==> src/rtl/counter_unit_if.sv <==
// Control/status bundle for counter_unit: inhibit in, count and carry out.
// Optional parallel-load signals appear when COUNTER_UNIT_LOAD_EN is defined.
interface counter_unit_if #(
  parameter int SIZE = 8
);
  localparam int W = SIZE + 2;

  logic         clockinh;
  logic [W-1:0] countoutput;
  logic         carryout;
`ifdef COUNTER_UNIT_LOAD_EN
  logic         load;
  logic [W-1:0] loadvalue;

  modport master (output clockinh, output load, output loadvalue,
                  input  countoutput, input carryout);
  modport slave  (input  clockinh, input  load, input  loadvalue,
                  output countoutput, output carryout);
`else
  modport master (output clockinh, input countoutput, input carryout);
  modport slave  (input  clockinh, output countoutput, output carryout);
`endif
endinterface

==> src/rtl/counter_unit.sv <==
// Cascadable W = SIZE+2 bit binary up-counter with clock inhibit and carry out.
// Define COUNTER_UNIT_LOAD_EN to add a synchronous parallel load.
module counter_unit #(
  parameter int SIZE = 8
) (
  input  logic           clock,
  input  logic           reset,
  counter_unit_if.slave  bus
);
  localparam int W = SIZE + 2;
  localparam logic [W-1:0] one      = W'(1);
  localparam logic [W-1:0] all_ones = '1;

  logic [W-1:0] count;
  logic         carry;

  // Increment only on an explicit 0, so an unknown inhibit holds the count.
  // NOTE: sequential state uses non-blocking assignments so every register
  // samples pre-edge values and simulation matches the synthesized flops.
  always_ff @(posedge clock or negedge reset) begin
    if (!reset) begin
      count <= '0;
    end else begin
`ifdef COUNTER_UNIT_LOAD_EN
      if (bus.load == 1'b1) begin
        count <= bus.loadvalue;
      end else if (bus.clockinh == 1'b0) begin
        count <= count + one;
      end
`else
      if (bus.clockinh == 1'b0) begin
        count <= count + one;
      end
`endif
    end
  end

  // NOTE: carry gets a default before the condition so no latch is inferred.
  always_comb begin
    carry = 1'b0;
    if (bus.clockinh == 1'b0) begin
      carry = (count == all_ones);
    end
  end

  assign bus.countoutput = count;
  assign bus.carryout    = carry;

endmodule

==> src/flat_wrapper.sv <==
// flat-port wrapper written by rule: the top's interface ports become plain ports
module counter_unit_flat 
#(
  parameter int SIZE = 8
)
  (clock, reset, bus_clockinh, bus_countoutput, bus_carryout);
  counter_unit_if #(.SIZE(SIZE)) bus_i ();
  input  logic clock;
  input  logic reset;
  input wire logic [$bits(bus_i.clockinh)-1:0] bus_clockinh;
  output wire logic [$bits(bus_i.countoutput)-1:0] bus_countoutput;
  output wire logic [$bits(bus_i.carryout)-1:0] bus_carryout;
  assign bus_i.clockinh = bus_clockinh;
  assign bus_countoutput = bus_i.countoutput;
  assign bus_carryout = bus_i.carryout;
  counter_unit #(.SIZE(SIZE)) u_core (.clock(clock), .reset(reset), .bus(bus_i));
endmodule
==> config.mk <==
export PLATFORM = sky130hd
export DESIGN_NAME = counter_unit_flat
export DESIGN_NICKNAME = d
export VERILOG_FILES = /design/src/rtl/counter_unit_if.sv /design/src/rtl/counter_unit.sv /design/src/flat_wrapper.sv
export SDC_FILE = /design/constraint.sdc
export NUM_CORES = 1
export LEC_CHECK = 0
export BUFFER_PORTS_ARGS = -buffer_cell sky130_fd_sc_hd__buf_2
export CAP_MARGIN = 40
export CORE_AREA = 2 2 39 41
export CTS_BUF_LIST = sky130_fd_sc_hd__clkbuf_4 sky130_fd_sc_hd__clkbuf_8
export CTS_CLUSTER_DIAMETER = 80
export CTS_CLUSTER_SIZE = 12
export DETAILED_ROUTE_END_ITERATION = 8
export DIE_AREA = 0 0 41 43
export REMOVE_ABC_BUFFERS = 1
export SYNTH_ARGS = -nofsm -noshare
export SYNTH_HDL_FRONTEND = slang
export SYNTH_SLANG_ARGS = --single-unit
==> constraint.sdc <==
create_clock -name clock -period 1.55 [get_ports clock]
set_input_delay 0.155 -clock clock [delete_from_list [all_inputs] [get_ports clock]]
set_output_delay 0.155 -clock clock [all_outputs]
set_load 0.02 [all_outputs]
Yosys cells after proc, flatten, opt, wreduce, memory -nomap -nowiden
Index checks and enable logic that the tools add are counted.
Word-level totals
  flip-flop bits (word level): 10
  latch bits: 0
  memory bits (writable): 0
  bits in read-only memories: 0
  bits of input ports: 3
  output and inout bits: 11
  logic and storage cells: 4
  memories kept: 0
Operators by class
  $add $sub $neg: 1
  multiply operators: 0
  div/mod/pow operators: 0
  $lt $le $gt $ge: 0
  eq/ne operators: 1
  shift operators: 0
  multiplexer cells: 1
  bitwise operators: 0
  reduce and logical (&&, ||, !) cells: 0
Operators by type and width (number)
  $add A10 B1 Y10 const B: 1
  $eq A10 B10 Y1 const B: 1
  $mux W1: 1

Longest topological paths before layout
Gate-level depths: netlist of the first run.
  depth in word-level cells: 2
  depth in mapped cells: 4

Worst setup path before layout of the first run
No wires, ideal clock.
  path type: register -> output
  start point: register u_core.count[0] (netlist: u_core.bus.countoutput[0])
  end point: output port bus_carryout
  arrival: 1.573 ns
  slack: -0.178 ns
  stages on the path, launching flop included: 4
  cells stage by stage: dfrtp_1 -> ha_1 -> nand3b_2 -> nor4_1
Between the ends
  longest elaborated chain between the ends: 2
RTL lines
  start: declaration: line counter_unit.sv:14  | logic [W-1:0] count;
  start signal: assignment: line counter_unit.sv:32  | count <= count + one;
  $eq A10 B10 Y1: line counter_unit.sv:42  | carry = (count == all_ones);
  $mux W1: line counter_unit.sv:41  | if (bus.clockinh == 1'b0) begin
  end: declaration: line flat_wrapper.sv:12  | output wire logic [$bits(bus_i.carryout)-1:0] bus_carryout;
Every way passes these cells.

Worst setup path after layout of the first run
  start point: register u_core.count[1] (netlist: u_core.bus.countoutput[1])
  end point: output port bus_carryout
Same word-level chain as after synthesis.

==> run metrics, run 1 <==
Final Slew Violations 0; Worst Hold Depth 2; yosys warns 0; Synth Register Bits 10; placeable core area ~1400 um^2; top area cells in the synthesized netlist dfrtp_1 (52%), xnor2_1 (11%), nor3_2 (6.2%); CTS Sinks 10; Layout Cells excl Fill 72; Seq/Total Area, Yosys 51.7%; crit-path cells ha_4 > nand3b_2 > nor4_1 > buf_2; Total Power approximately 1200 uW; Yosys top cell by area dfrtp_1; final setup vio count 0; Slew Limit Headroom 83.3%; crit-path max cell delay roughly 0.40 ns; Crit Reg-Reg Endpoint u_core.bus.countoutput[7]; first-pass GRT wire length around 1400 um; CP max stage cell dfrtp_1; DRT iter0 DRCs 2; clk buf depth 2; top-count cell post-synth dfrtp_1; largest net degree at the start of global routing 11; fraction of layout instances using a drive strength above 1 48.2%; gr ovfl total 0; FMAX about 0.69 GHz; Tcrit/Tclk final roughly 93%; Post-synth EDFFs 0; Avg Cell Area, Syn between 10 and 15 um^2; CTS Root Cell clkbuf_4; clk_lat worst skew approximately 0.26 ns; share of the synthesized area in the top cell type a little over 50%; Most used DFF post-synth dfrtp_1; total track usage roughly an eighth; fin area roughly 630 um^2; Critical Path RT ~1.4 ns; Die Ht ~43 um; max reg flops 10; diodes inserted 0; minimum clock period between 1 and 1.5 ns; cell count after synthesis 37; worst reg2reg path startpoint u_core.bus.countoutput[1]; CP Launch Type register; CP endpoint kind output port; Mapped Area between 400 and 500 um^2; Tightest Pin Transition between 0.2 and 0.3 ns; Worst EP arrival approximately 1.3 ns; vias in the first global route 310; TritonCTS clock tree yes; Worst-path clk slew 0.06 ns; routed len/inst between 10 and 15 um; I/O Pins 14; Hold Path End u_core.bus.countoutput[0]; Post-synth ARST share 100%; dpl cells 67; RSZ-0062 raised after global routing no; R2R Setup Slk 0.46 ns; Via Count about 330; Synth cell types 16; Post-DP HPWL 603 um; HP Class primary input to register; fillcell total approximately 130; initial antenna violation count 0; outcome finished, final reports clean; post-detailed-route count of antenna-violating nets 0; GPL Wtd Cong roughly 0.7; top cells by count, synth dfrtp_1 (10), xnor2_1 (6), nor3_2 (3), xor2_1 (3); Fin Clk Skew between 0.002 and 0.0025 ns; final hold viol count 0; Site Rows 14; die area approximately 1800 um^2; CTS Buf Count 3; H-tree levels 1; initial cell density of the core a little over a third; drt pass-1 iters 2; Reg2Reg Depth 4; area grow syn2layout 30.2%; DR DRC count 0; vias per cell between 4 and 5; PwrDens 1870 nW/um^2; Max Cap Viol 0; P_leak around 0.0003 uW; Placed Area roughly 580 um^2; Max IR drop VDD between 1000 and 1500 uV; Crit Path Max Fanout 3; WS Path Type register to output port; nets@finish just over 60; port bufs 13; Total Wirelength approximately 830 um; worst hold start bus_clockinh; Util after Layout a little under half; chip width about 41 um
==> final cells by class <==
type	count	area (um^2)	area share, %
flip-flops and latches	10	251	39.9
multi-input cells	25	239	37.9
repair buffers	16	90.1	14.3
clock buffers	3	22.5	3.57
well taps	16	20.0	3.17
inverters	2	7.51	1.19
==> timing repair <==
item,in CTS,in global routing
setup buffers,1,0
endpoints found under the setup margin,1,1
pin swaps,0,2
resized for setup,0,3
hold buffers,1,0
endpoints found under the hold margin,10,0
==> worst max-delay path by stage <==
stage	from	endpoint	slack, ns
final	u_core.bus.countoutput[1]	bus_carryout	0.11
after global placement	u_core.bus.countoutput[1]	bus_carryout	0.21
after CTS	u_core.bus.countoutput[0]	bus_carryout	0.02
after detailed placement	u_core.bus.countoutput[1]	bus_carryout	0.22
after global routing	u_core.bus.countoutput[1]	bus_carryout	0.04
after floorplan	u_core.bus.countoutput[0]	bus_carryout	-0.18
==> placed cells by master (no fill, tap or decap), drive strengths merged <==
cell          n
buf          15
dfrtp        10
xnor2         6
nor3          3
xor2          3
clkbuf        3
inv           2
nand2         2
nor2          2
nand3         2
nand4b        2
nand3b        1
nor4          1
nand2b        1
mux2          1
ha            1
dlygate4sd3   1
==> metrics by stage <==
| stage | setup TNS (ns) | hold WS [ns] | setup slack (ns) |
|---|---|---|---|
| after floorplan | -0.178 | -0.141 | -0.178 |
| after global placement | 0 | 0.0300 | 0.205 |
| after detailed placement | 0 | 0.0325 | 0.219 |
| after CTS | 0 | 0.139 | 0.0212 |
| after global routing | 0 | 0.154 | 0.0435 |
| final | 0 | 0.146 | 0.110 |
==> critical path: cells and delay by family, from the launching register on <==
kind / cells / cell delay [ns]
buf+inv: 1 / 0.20
flops: 1 / 0.40
fa+ha+maj: 1 / 0.16
simple gates: 2 / 0.26
==> per-layer routing <==
| metal | track usage (%) | vias to the layer above | wire length [um] |
|---|---|---|---|
| met5 | 0 | - | 0 |
| met4 | 8.00 | 0 | 0 |
| met3 | 6.28 | 0 | 41 |
| met2 | 14.1 | 9 | 379 |
| met1 | 16.6 | 159 | 412 |
| li1 | - | 164 | - |
==> cell families after synthesis <==
logic type | count (synthesis) | synth area share [%]
XOR/XNOR | 9 | 16.3
adder cells (fa/ha/maj) | 1 | 2.58
buffers and inverters | 2 | 1.55
flip-flops | 10 | 51.7
multiplexers | 1 | 2.33
AND/OR/NAND/NOR | 14 | 25.6
==> power breakdown <==
group	leakage [uW]	switching (uW)	internal, uW
registers	0.000116	141	361
logic	0.000169	274	227
clock network	0.0000138	86.7	89.6
Power figures use the tool's default switching activity.
==> inputs of run 2 (changes only) <==
--- a/config.mk
+++ b/config.mk
@@ -13,6 +13,7 @@
 export CTS_CLUSTER_SIZE = 12
 export DETAILED_ROUTE_END_ITERATION = 8
 export DIE_AREA = 0 0 41 43
+export PLACE_DENSITY = 0.61
 export REMOVE_ABC_BUFFERS = 1
 export SYNTH_ARGS = -nofsm -noshare
 export SYNTH_HDL_FRONTEND = slang
==> run 2 against run 1 <==
Compared with the run above:
- sequential power fell by 4%
- combinational power fell by 1%
- first-iteration DRC count decreased by 50%
- largest power group is now combinational cells
==> run metrics, run 2 (same netlist as run 1, synthesis figures left out) <==
outcome finished, final reports clean; CP Launch Type register; vias per cell 4.60 (-0.30%); Final Slew Violations 0 (unchanged); drt pass-1 iters 3 (+1); Min Hold Slack 0.146 ns (+0.000614 ns); Worst Hold Depth 2 (unchanged); PwrDens 1830 nW/um^2 (-1.8%); I/O Pins 14 (unchanged); first-pass GRT wire length 1350 um (-1.0%); crit-path max cell delay 0.46 ns (+0.06 ns); FMAX 0.685 GHz (-1.3%); chip width 41 um (unchanged); fillcell total 139 (+5.3%); commonest non-fill, non-tap cell in the layout buf_2; Site Rows 14 (unchanged); minimum clock period 1.46 ns (+0.0195 ns); HP Class primary input to register; CP endpoint kind output port; final worst slack 0.0907 ns (-0.0195 ns); placeable core area 1380 um^2 (unchanged); Tightest Pin Transition 0.245 ns (-0.00565 ns); WP buf/inv 1 (unchanged); port bufs 13 (unchanged); Reg2Reg Depth 4 (unchanged); final hold viol count 0 (unchanged); Fin Clk Skew 0.00444 ns (+0.00244 ns); final setup vio count 0 (unchanged); total track usage 12.2% (+0.13 points); Largest delay share family, worst path flip-flops; GPL Wtd Cong 0.681 (-4.4%); WS Path Type register to output port; Tcrit/Tclk final 94.1% (+1.3 points); fraction of layout instances using a drive strength above 1 48.2% (unchanged); nets@finish 62 (unchanged); CTS Buf Count 3 (unchanged); area grow syn2layout 29.7%; Total Wirelength 827 um (-0.72%); Via Count 331 (-0.30%); diodes inserted 0 (unchanged); post-detailed-route count of antenna-violating nets 0 (unchanged); Die Ht 43 um (unchanged); P_leak 0.000299 uW (-0.21%); DR DRC count 0 (unchanged); H-tree levels 1 (unchanged); routed len/inst 11.5 um (-0.72%); Crit Path Max Fanout 5 (+2); initial antenna violation count 0 (unchanged); largest net degree at the start of global routing 11 (unchanged); Worst-path clk slew 0.06 ns (about the same); clk buf depth 2 (unchanged); die area 1760 um^2 (unchanged); initial cell density of the core 35.0% (unchanged); vias in the first global route 294 (-5.2%); Post-DP HPWL 624 um (+3.3%); CTS Root Cell clkbuf_4; CP max stage cell dfrtp_1; Critical Path RT 1.39 ns (about the same); clk_lat worst skew 0.26 ns (about the same); Place WS 0.163 ns (-0.0563 ns); max reg flops 10 (unchanged); CTS Sinks 10 (unchanged); DRT iter0 DRCs 1 (-1); Max IR drop VDD 937 uV (-6.7%); Levels on crit path 3 (-1); Worst EP arrival 1.30 ns (+0.02 ns); RSZ-0062 raised after global routing no; Max Cap Viol 0 (unchanged); crit-path cells nand3_4 > nor4_2 > buf_4; TritonCTS clock tree yes; Slew Limit Headroom 83.7% (+0.38 points); gr ovfl total 0 (unchanged); most frequent cells in the layout buf_2 (12), dfrtp_1 (10), xnor2_1 (6)
run 2: repair_timing:
item | in CTS | in global routing
endpoints found under the setup margin | 1 | 1
pin swaps | 0 | 1
buffers inserted | 1 | 0
gates cloned | 0 | 0
hold buffers | 1 | 0
endpoints found under the hold margin | 10 | 0
resized for setup | 2 | 1
run 2: area by class of cell:
| type | instances | area [um^2] | area share, % |
|---|---|---|---|
| Sequential cell | 10 | 250 | 39.8 |
| Multi-Input combinational cell | 25 | 235 | 37.5 |
| Timing Repair Buffer | 16 | 92.6 | 14.7 |
| Clock buffer | 3 | 22.5 | 3.59 |
| Tap cell | 16 | 20.0 | 3.19 |
| Inverter | 2 | 7.51 | 1.20 |
run 2: final timing paths:
check | startpoint | endpoint | slack (ns)
min in group asynchronous | reset | u_core.bus.countoutput[9] | 0.28
max in group asynchronous | reset | u_core.bus.countoutput[0] | 1.07
worst max register to register | u_core.bus.countoutput[0] | u_core.bus.countoutput[8] | 0.44
worst min-delay path | bus_clockinh | u_core.bus.countoutput[0] | 0.15
worst max-delay path | u_core.bus.countoutput[3] | bus_carryout | 0.09
worst min register to register | u_core.bus.countoutput[8] | u_core.bus.countoutput[8] | 0.50
run 2: metrics by stage:
stage               total power [uW]  setup TNS (ns)  utilization, %  cell area [um^2]  cells
global route                    1250               0            45.4               628     72
finish                          1150               0            45.4               628     72
global placement                 956               0            41.7               577     67
CTS                             1170               0            45.2               626     72
detailed placement               963               0            41.7               577     67
floorplan                        796          -0.178               -               484     37
run 2: where the power goes:
group	internal (uW)	total (uW)	leakage, uW	switching, uW
Combinational	216	495	0.000167	280
Sequential	358	483	0.000118	125
Clock	89.5	174	0.0000138	84.9
run 2: per-layer routing:
metal | up-vias | wire length (um) | track usage (%)
met1 | 158 | 389 | 17.3
li1 | 164 | - | -
met5 | - | 0 | 0
met4 | 0 | 0 | 8.00
met2 | 9 | 385 | 13.8
met3 | 0 | 52 | 6.28
